<file path="config.mk">
export PLATFORM = sky130hd
export DESIGN_NAME = btn_op_gen
export DESIGN_NICKNAME = d
export VERILOG_FILES = /design/src/rtl/op_pkg.sv /design/src/rtl/btn_debounce.sv /design/src/rtl/btn_op_gen.sv
export SDC_FILE = /design/constraint.sdc
export NUM_CORES = 1
export LEC_CHECK = 0
export ABC_AREA = 1
export BUFFER_PORTS_ARGS = -buffer_cell sky130_fd_sc_hd__buf_2
export CELL_PAD_IN_SITES_DETAIL_PLACEMENT = 0
export CELL_PAD_IN_SITES_GLOBAL_PLACEMENT = 1
export CORE_ASPECT_RATIO = 1.1
export CORE_UTILIZATION = 40
export DETAILED_ROUTE_END_ITERATION = 8
export HOLD_SLACK_MARGIN = 0.02
export PLACE_DENSITY = 0.74
export RECOVER_POWER = 50
export SLEW_MARGIN = 20
export SYNTH_ARGS = -nofsm -noshare
export SYNTH_HDL_FRONTEND = slang
export SYNTH_SLANG_ARGS = --single-unit
</file>
<file path="constraint.sdc">
create_clock -name clk -period 4.75 [get_ports clk]
set_input_delay 0.95 -clock clk [delete_from_list [all_inputs] [get_ports clk]]
set_output_delay 0.95 -clock clk [all_outputs]
set_load 0.01 [all_outputs]
</file>
<file path="src/rtl/op_pkg.sv">
// Operation encoding shared by the button front end and the cursor-move stage.
// Bit indices double as one-hot positions on the operation bus.
package op_pkg;

    localparam int OP_W       = 5;
    localparam int OP_CONFIRM = 0;
    localparam int OP_LEFT    = 1;
    localparam int OP_RIGHT   = 2;
    localparam int OP_UP      = 3;
    localparam int OP_DOWN    = 4;

    typedef enum logic [1:0] {
        RPT_IDLE   = 2'd0,
        RPT_DELAY  = 2'd1,
        RPT_REPEAT = 2'd2
    } rpt_state_t;

    // Keeps only the lowest set bit: confirm > left > right > up > down.
    function automatic logic [OP_W-1:0] op_first(input logic [OP_W-1:0] req);
        logic [OP_W-1:0] res;
        res = '0;
        for (int i = OP_W - 1; i >= 0; i--) begin
            if (req[i]) begin
                res    = '0;
                res[i] = 1'b1;
            end
        end
        return res;
    endfunction

endpackage

</file>
<file path="src/rtl/btn_debounce.sv">
// Two-flop synchronizer plus stability counter for one button.
// Latency: level follows a clean raw change DEBOUNCE_CYCLES+1 edges after the first sampling edge; no backpressure.
module btn_debounce #(
    parameter int DEBOUNCE_CYCLES = 250000
) (
    input  logic clk,
    input  logic rst,
    input  logic i_raw,
    output logic o_level
);

    localparam int CW = (DEBOUNCE_CYCLES > 1) ? $clog2(DEBOUNCE_CYCLES) : 1;
    localparam logic [CW-1:0] CNT_LAST = CW'(DEBOUNCE_CYCLES - 1);

    logic          r_sync1;
    logic          r_sync2;
    logic          r_level;
    logic [CW-1:0] r_cnt;

    always_ff @(posedge clk or posedge rst) begin
        if (rst) begin
            r_sync1 <= 1'b0;
            r_sync2 <= 1'b0;
            r_level <= 1'b0;
            r_cnt   <= '0;
        end else begin
            r_sync1 <= i_raw;
            r_sync2 <= r_sync1;
            if (r_sync2 == r_level) begin
                r_cnt <= '0;
            end else if (r_cnt == CNT_LAST) begin
                r_cnt   <= '0;
                r_level <= ~r_level;
            end else begin
                r_cnt <= r_cnt + CW'(1);
            end
        end
    end

    assign o_level = r_level;

endmodule

</file>
<file path="src/rtl/btn_op_gen.sv">
// Debounced five-button front end producing one-hot single-cycle operation pulses.
// Latency: DEBOUNCE_CYCLES+3 edges from raw press to pulse; events arriving while busy are dropped, never queued.
// Optional auto-repeat of direction buttons is built when BTN_AUTO_REPEAT_EN is defined.
module btn_op_gen
    import op_pkg::*;
#(
    parameter int DEBOUNCE_CYCLES = 250000,
    parameter int REPEAT_DELAY    = 25000000,
    parameter int REPEAT_PERIOD   = 10000000
) (
    input  logic            clk,
    input  logic            rst,
    input  logic [OP_W-1:0] btn_raw,
    input  logic            busy,
    output logic [OP_W-1:0] operation,
    output logic [OP_W-1:0] btn_level
);

    logic [OP_W-1:0] w_level;
    logic [OP_W-1:0] r_level_d;
    logic [OP_W-1:0] r_press;
    logic [OP_W-1:0] w_press_win;
    logic [OP_W-1:0] w_op_next;
    logic [OP_W-1:0] r_op;

    for (genvar g = 0; g < OP_W; g++) begin : g_db
        btn_debounce #(
            .DEBOUNCE_CYCLES(DEBOUNCE_CYCLES)
        ) u_db (
            .clk    (clk),
            .rst    (rst),
            .i_raw  (btn_raw[g]),
            .o_level(w_level[g])
        );
    end

    // Rising edges of the debounced levels, registered once to give a clean event vector.
    always_ff @(posedge clk or posedge rst) begin
        if (rst) begin
            r_level_d <= '0;
            r_press   <= '0;
        end else begin
            r_level_d <= w_level;
            r_press   <= w_level & ~r_level_d;
        end
    end

    assign w_press_win = op_first(r_press);

`ifdef BTN_AUTO_REPEAT_EN
    localparam logic [31:0] DELAY_LAST  = 32'(REPEAT_DELAY - 1);
    localparam logic [31:0] PERIOD_LAST = 32'(REPEAT_PERIOD - 1);

    rpt_state_t      r_state;
    rpt_state_t      w_state_nxt;
    logic [OP_W-1:0] r_rpt_bit;
    logic [OP_W-1:0] w_rpt_bit_nxt;
    logic [31:0]     r_rpt_cnt;
    logic [31:0]     w_rpt_cnt_nxt;
    logic            w_rpt_fire;
    logic            w_tracked_held;

    always_ff @(posedge clk or posedge rst) begin
        if (rst) begin
            r_state   <= RPT_IDLE;
            r_rpt_bit <= '0;
            r_rpt_cnt <= '0;
        end else begin
            r_state   <= w_state_nxt;
            r_rpt_bit <= w_rpt_bit_nxt;
            r_rpt_cnt <= w_rpt_cnt_nxt;
        end
    end

    always_comb begin
        w_state_nxt    = r_state;
        w_rpt_bit_nxt  = r_rpt_bit;
        w_rpt_cnt_nxt  = r_rpt_cnt + 32'd1;
        w_rpt_fire     = 1'b0;
        w_op_next      = '0;
        w_tracked_held = |(r_rpt_bit & w_level);

        case (r_state)
            RPT_DELAY:  w_rpt_fire = w_tracked_held && (r_rpt_cnt == DELAY_LAST);
            RPT_REPEAT: w_rpt_fire = w_tracked_held && (r_rpt_cnt == PERIOD_LAST);
            default:    w_rpt_fire = 1'b0;
        endcase

        // A fresh press always beats a pending repeat in the same cycle.
        if (busy) begin
            w_state_nxt   = RPT_IDLE;
            w_rpt_bit_nxt = '0;
            w_rpt_cnt_nxt = '0;
        end else if (|w_press_win) begin
            w_op_next     = w_press_win;
            w_rpt_cnt_nxt = '0;
            if (w_press_win[OP_CONFIRM]) begin
                w_state_nxt   = RPT_IDLE;
                w_rpt_bit_nxt = '0;
            end else begin
                w_state_nxt   = RPT_DELAY;
                w_rpt_bit_nxt = w_press_win;
            end
        end else if (r_state != RPT_IDLE && !w_tracked_held) begin
            w_state_nxt   = RPT_IDLE;
            w_rpt_bit_nxt = '0;
            w_rpt_cnt_nxt = '0;
        end else if (w_rpt_fire) begin
            w_op_next     = r_rpt_bit;
            w_state_nxt   = RPT_REPEAT;
            w_rpt_cnt_nxt = '0;
        end else if (r_state == RPT_IDLE) begin
            w_rpt_cnt_nxt = '0;
        end
    end
`else
    always_comb begin
        w_op_next = busy ? '0 : w_press_win;
    end
`endif

    always_ff @(posedge clk or posedge rst) begin
        if (rst) begin
            r_op <= '0;
        end else begin
            r_op <= w_op_next;
        end
    end

    assign operation = r_op;
    assign btn_level = w_level;

endmodule

</file>
# Yosys cells after proc, flatten, opt, wreduce, memory -nomap -nowiden
# Cells that the tools add are included.
[word_totals] output_inout_bits=10 in_bits=8 reg_bits=120
[classes] n_reduce_logical=5 n_bitwise=12 add_sub_neg=5 n_mux=16 n_eq_ne=10
[ops] op="$mux W18" n=10
[ops] op="$add A18 B1 Y18 const B" n=5
[ops] op="$eq A18 B18 Y1 const B" n=5
[ops] op="$mux W5" n=6
[ops] op="$not A1 Y1" n=10
[ops] op="$reduce_and A2 Y1" n=5
[ops] op="$and A5 B5 Y5" n=1
[ops] op="$eq A1 B1 Y1" n=5
[ops] op="$not A5 Y5" n=1

# Longest topological paths before layout
[logic_depth] depth_word=6 depth_mapped=9

# Hierarchy
# A second synthesis with hierarchy kept.
[hier_totals] hier_cells=734 hier_area_um2=6267.3
[modules_own_cells] module="btn_debounce" area_per_inst_um2=1159.9 instances=5 cells_each=139
[modules_own_cells] module="btn_op_gen" area_per_inst_um2=467.9 instances=1 cells_each=39

# Least setup slack after synthesis
# No wires, ideal clock.
[synth_path] path_type="register -> output" start="register g_db[1].u_db.r_level" end="output port btn_level[1]" slack_ns=3.245 arrival_time_ns=0.555 stages_incl_launch_ff=2 cell_sequence="dfrtp_1 -> buf_4"
[synth_rtl] element="start, declared" line="btn_debounce.sv:17" source="logic r_level;"
[synth_rtl] element="start signal, assigned" line="btn_debounce.sv:33" source="r_level <= ~r_level;"
[synth_rtl] element="end, declared" line="btn_op_gen.sv:16" source="output logic [OP_W-1:0] btn_level"
# No word-level cell between the ends.

==> impl_metrics.py <==
metrics = {
    "timing": {
        "fin_crit_ns": 2.39,
        "fin_crit_sh_pct": 50.4,
        "tns_ns": 0,
        "slew_viol_final": 50,
        "relSlewSlack_pct": -44.2,
        "hold_viol_final": 0,
        "clock.fmax_mhz": 418,
        "final.setup_skew_ns": 0.00701,
        "setup_violations": 0,
        "worst_slew_pin_slew_ns": 2.15,
        "rsz0062_at_grt": "no",
    },
    "route": {
        "wl_per_cell_um": 12.5,
        "initialDrtViolationCount": 171,
        "dr.pass1.iters": 4,
        "dr_total_vias": 4482,
        "drc": 0,
        "ant_nets": 0,
        "finalWirelength_mm": 11.7,
        "via_per_inst": 4.76,
    },
    "placed_design": {
        "gp_congestion": 0.811,
        "place.detailed.hpwl_mm": 8.61,
        "portBuffers": 17,
        "dp.cells": 909,
    },
    "power": {
        "power_density_mw_per_mm2": 368,
        "ir_worst_vdd_uv": 270,
        "p_leak_uw": 0.00296,
    },
    "worst_hold_path": {
        "hp-class": "reg2reg",
    },
    "layout": {
        "nNetsFinal": 749,
        "final_cell_mix": "nor2_1 (180), dfrtp_1 (120), nand2_1 (106)",
        "drive_above_1_share_pct": 12.8,
        "fin_cells": 941,
        "synthToLayoutAreaGrowth_pct": 14.9,
        "diodes": 0,
        "layout_commonest_cell": "nor2_1",
    },
    "outcome": {
        "status": "finished, violations left",
        "violations": "capacitance limit, slew limit",
    },
    "global_routing": {
        "grtUsageTotal_pct": 17.0,
        "grt_max_degree": 50,
        "met1_usage_pct": 20.4,
        "use_met3_pct": 3.93,
        "grt_util_met2_pct": 28.9,
        "grt_pass1_vias": 4455,
        "top_usage_layer": "met2",
        "antenna_found_initial": 0,
        "grt_pass1_wl_mm": 20.4,
        "overflow": 0,
    },
    "synthesis": {
        "ys_seq_area_share_pct": 50.3,
        "synth-edff-count": 0,
        "async_flop_share_pct": 100,
        "synth_nets": 718,
        "avgSynthCellArea_sq_um": 8.46,
        "ys.flop_type": "dfrtp_1",
        "yosysWarnings": 0,
        "synth_cells": 705,
        "ys_ff_latch": 120,
        "synth_cell_types": 28,
        "synth_area_sq_mm": 0.00597,
    },
    "floorplanning": {
        "dieHeight_um": 130,
        "die-width_um": 118,
        "core_area_sq_mm": 0.0145,
        "fp.dieArea_sq_mm": 0.0154,
        "num_rows": 46,
        "start_util_pct": 41.1,
        "io_pins": 18,
    },
    "clock_tree": {
        "clk_pin_slew_ns": 0.05,
        "cts_buffers": 17,
        "post_cts_resized": 0,
        "insertion_delay_ns": 0.41,
        "htreeDepth": 4,
        "cts-root-buf": "clkbuf_16",
        "clock_tree.buffer_depth": 2,
        "cts_tree": "yes",
        "cts_hold_buf": 0,
        "cts_sinks": 120,
        "postCtsSetupBuffers": 0,
    },
    "setup_path": {
        "crit_arrival_ns": 2.92,
        "end_kind": "async pin",
        "worstSetupStartpointType": "primary input",
        "required_ns": 5.28,
        "crit_type": "in2async",
        "cp_max_fo": 49,
    },
    "job": {
        "timing.max_cap.violations": 1,
    },
}
[sequential cells by signal (all words and copies together) (netlist names)]
signal             cells
g_db.u_db.o_level      5
g_db.u_db.r_sync1      5
r_level_d              5
g_db.u_db.r_sync2      5
g_db.u_db.r_cnt       90
operation              5
r_press                5
[final timing paths]
check	cells after the start	to	slack, ns	startpoint
hold / removal	0	g_db[3].u_db.r_sync2$_DFF_PP0_	0.35	g_db[3].u_db.r_sync1$_DFF_PP0_
max in group clk	1	btn_level[4]	2.82	g_db[4].u_db.o_level$_DFFE_PP0P_
setup reg to reg	6	g_db[2].u_db.r_cnt[3]$_DFF_PP0_	3.09	g_db[2].u_db.r_cnt[0]$_DFF_PP0_
hold reg to reg	0	g_db[3].u_db.r_sync2$_DFF_PP0_	0.35	g_db[3].u_db.r_sync1$_DFF_PP0_
min in group asynchronous	2	g_db[2].u_db.r_sync2$_DFF_PP0_	1.09	rst
setup / recovery	3	g_db[3].u_db.r_cnt[1]$_DFF_PP0_	2.36	rst
[per-layer routing]
layer	vias to the layer above	part of all wire [%]
met3	14	2.1
met1	2137	47
met5	-	0
met4	0	1.8
li1	2292	-
met2	39	49
[kinds of logic after synthesis]
kind of cell / synth area share (%)
XOR/XNOR: 7.40
buffers and inverters: 4.76
adder cells (fa/ha/maj): 1.05
AND/OR/NAND/NOR: 33.9
AO/OA/AOI/OAI: 2.60
flip-flops: 50.3
[layout make-up]
cell class / instances / area, sq um
repair buffers: 19 / 98.8
flip-flops and latches: 120 / 3000
fillers: 1424 / 7650
multi-input cells: 515 / 2620
well taps: 192 / 240
inverters: 63 / 238
clock inverters: 8 / 165
clock buffers: 24 / 492
[cells in the mapped netlist, types with 12 or more instances]
| master | count | area share (%) |
|---|---|---|
| xnor2_1 | 13 | 1.9 |
| nor2_1 | 179 | 11 |
| xor2_1 | 30 | 4.4 |
| a21oi_1 | 18 | 1.5 |
| nand2_2 | 17 | 1.8 |
| nand2_1 | 105 | 6.6 |
| nor3_1 | 16 | 1.3 |
| nor2_4 | 14 | 2.6 |
| inv_1 | 56 | 3.5 |
| nand3_1 | 62 | 5.2 |
| nor2_2 | 12 | 1.3 |
| dfrtp_1 | 120 | 50 |
[through the flow]
| step | power (uW) | setup slack, ns | cell area (sq um) | util (%) | hold WS (ns) |
|---|---|---|---|---|---|
| after floorplan | 1110 | 0.614 | 5970 | - | 0.331 |
| after global placement | 1130 | 2.73 | 6260 | 43.2 | 0.331 |
| after detailed placement | 1130 | 2.70 | 6260 | 43.2 | 0.335 |
| after CTS | 2560 | 2.75 | 6920 | 47.7 | 0.348 |
| after global routing | 2620 | 1.96 | 6860 | 47.3 | 0.355 |
| final | 2530 | 2.36 | 6860 | 47.3 | 0.347 |
[report_power, final]
part | internal, uW | switching [uW]
clock | 984 | 432
combinational | 15.2 | 45.0
sequential | 1040 | 10.9
[worst max-delay path, stage by stage]
cell and delay [ns]:
buf_2 0.10, clkinvlp_2 1.21, buf_4 0.60
Note: power is estimated with default switching activity, not from simulation.
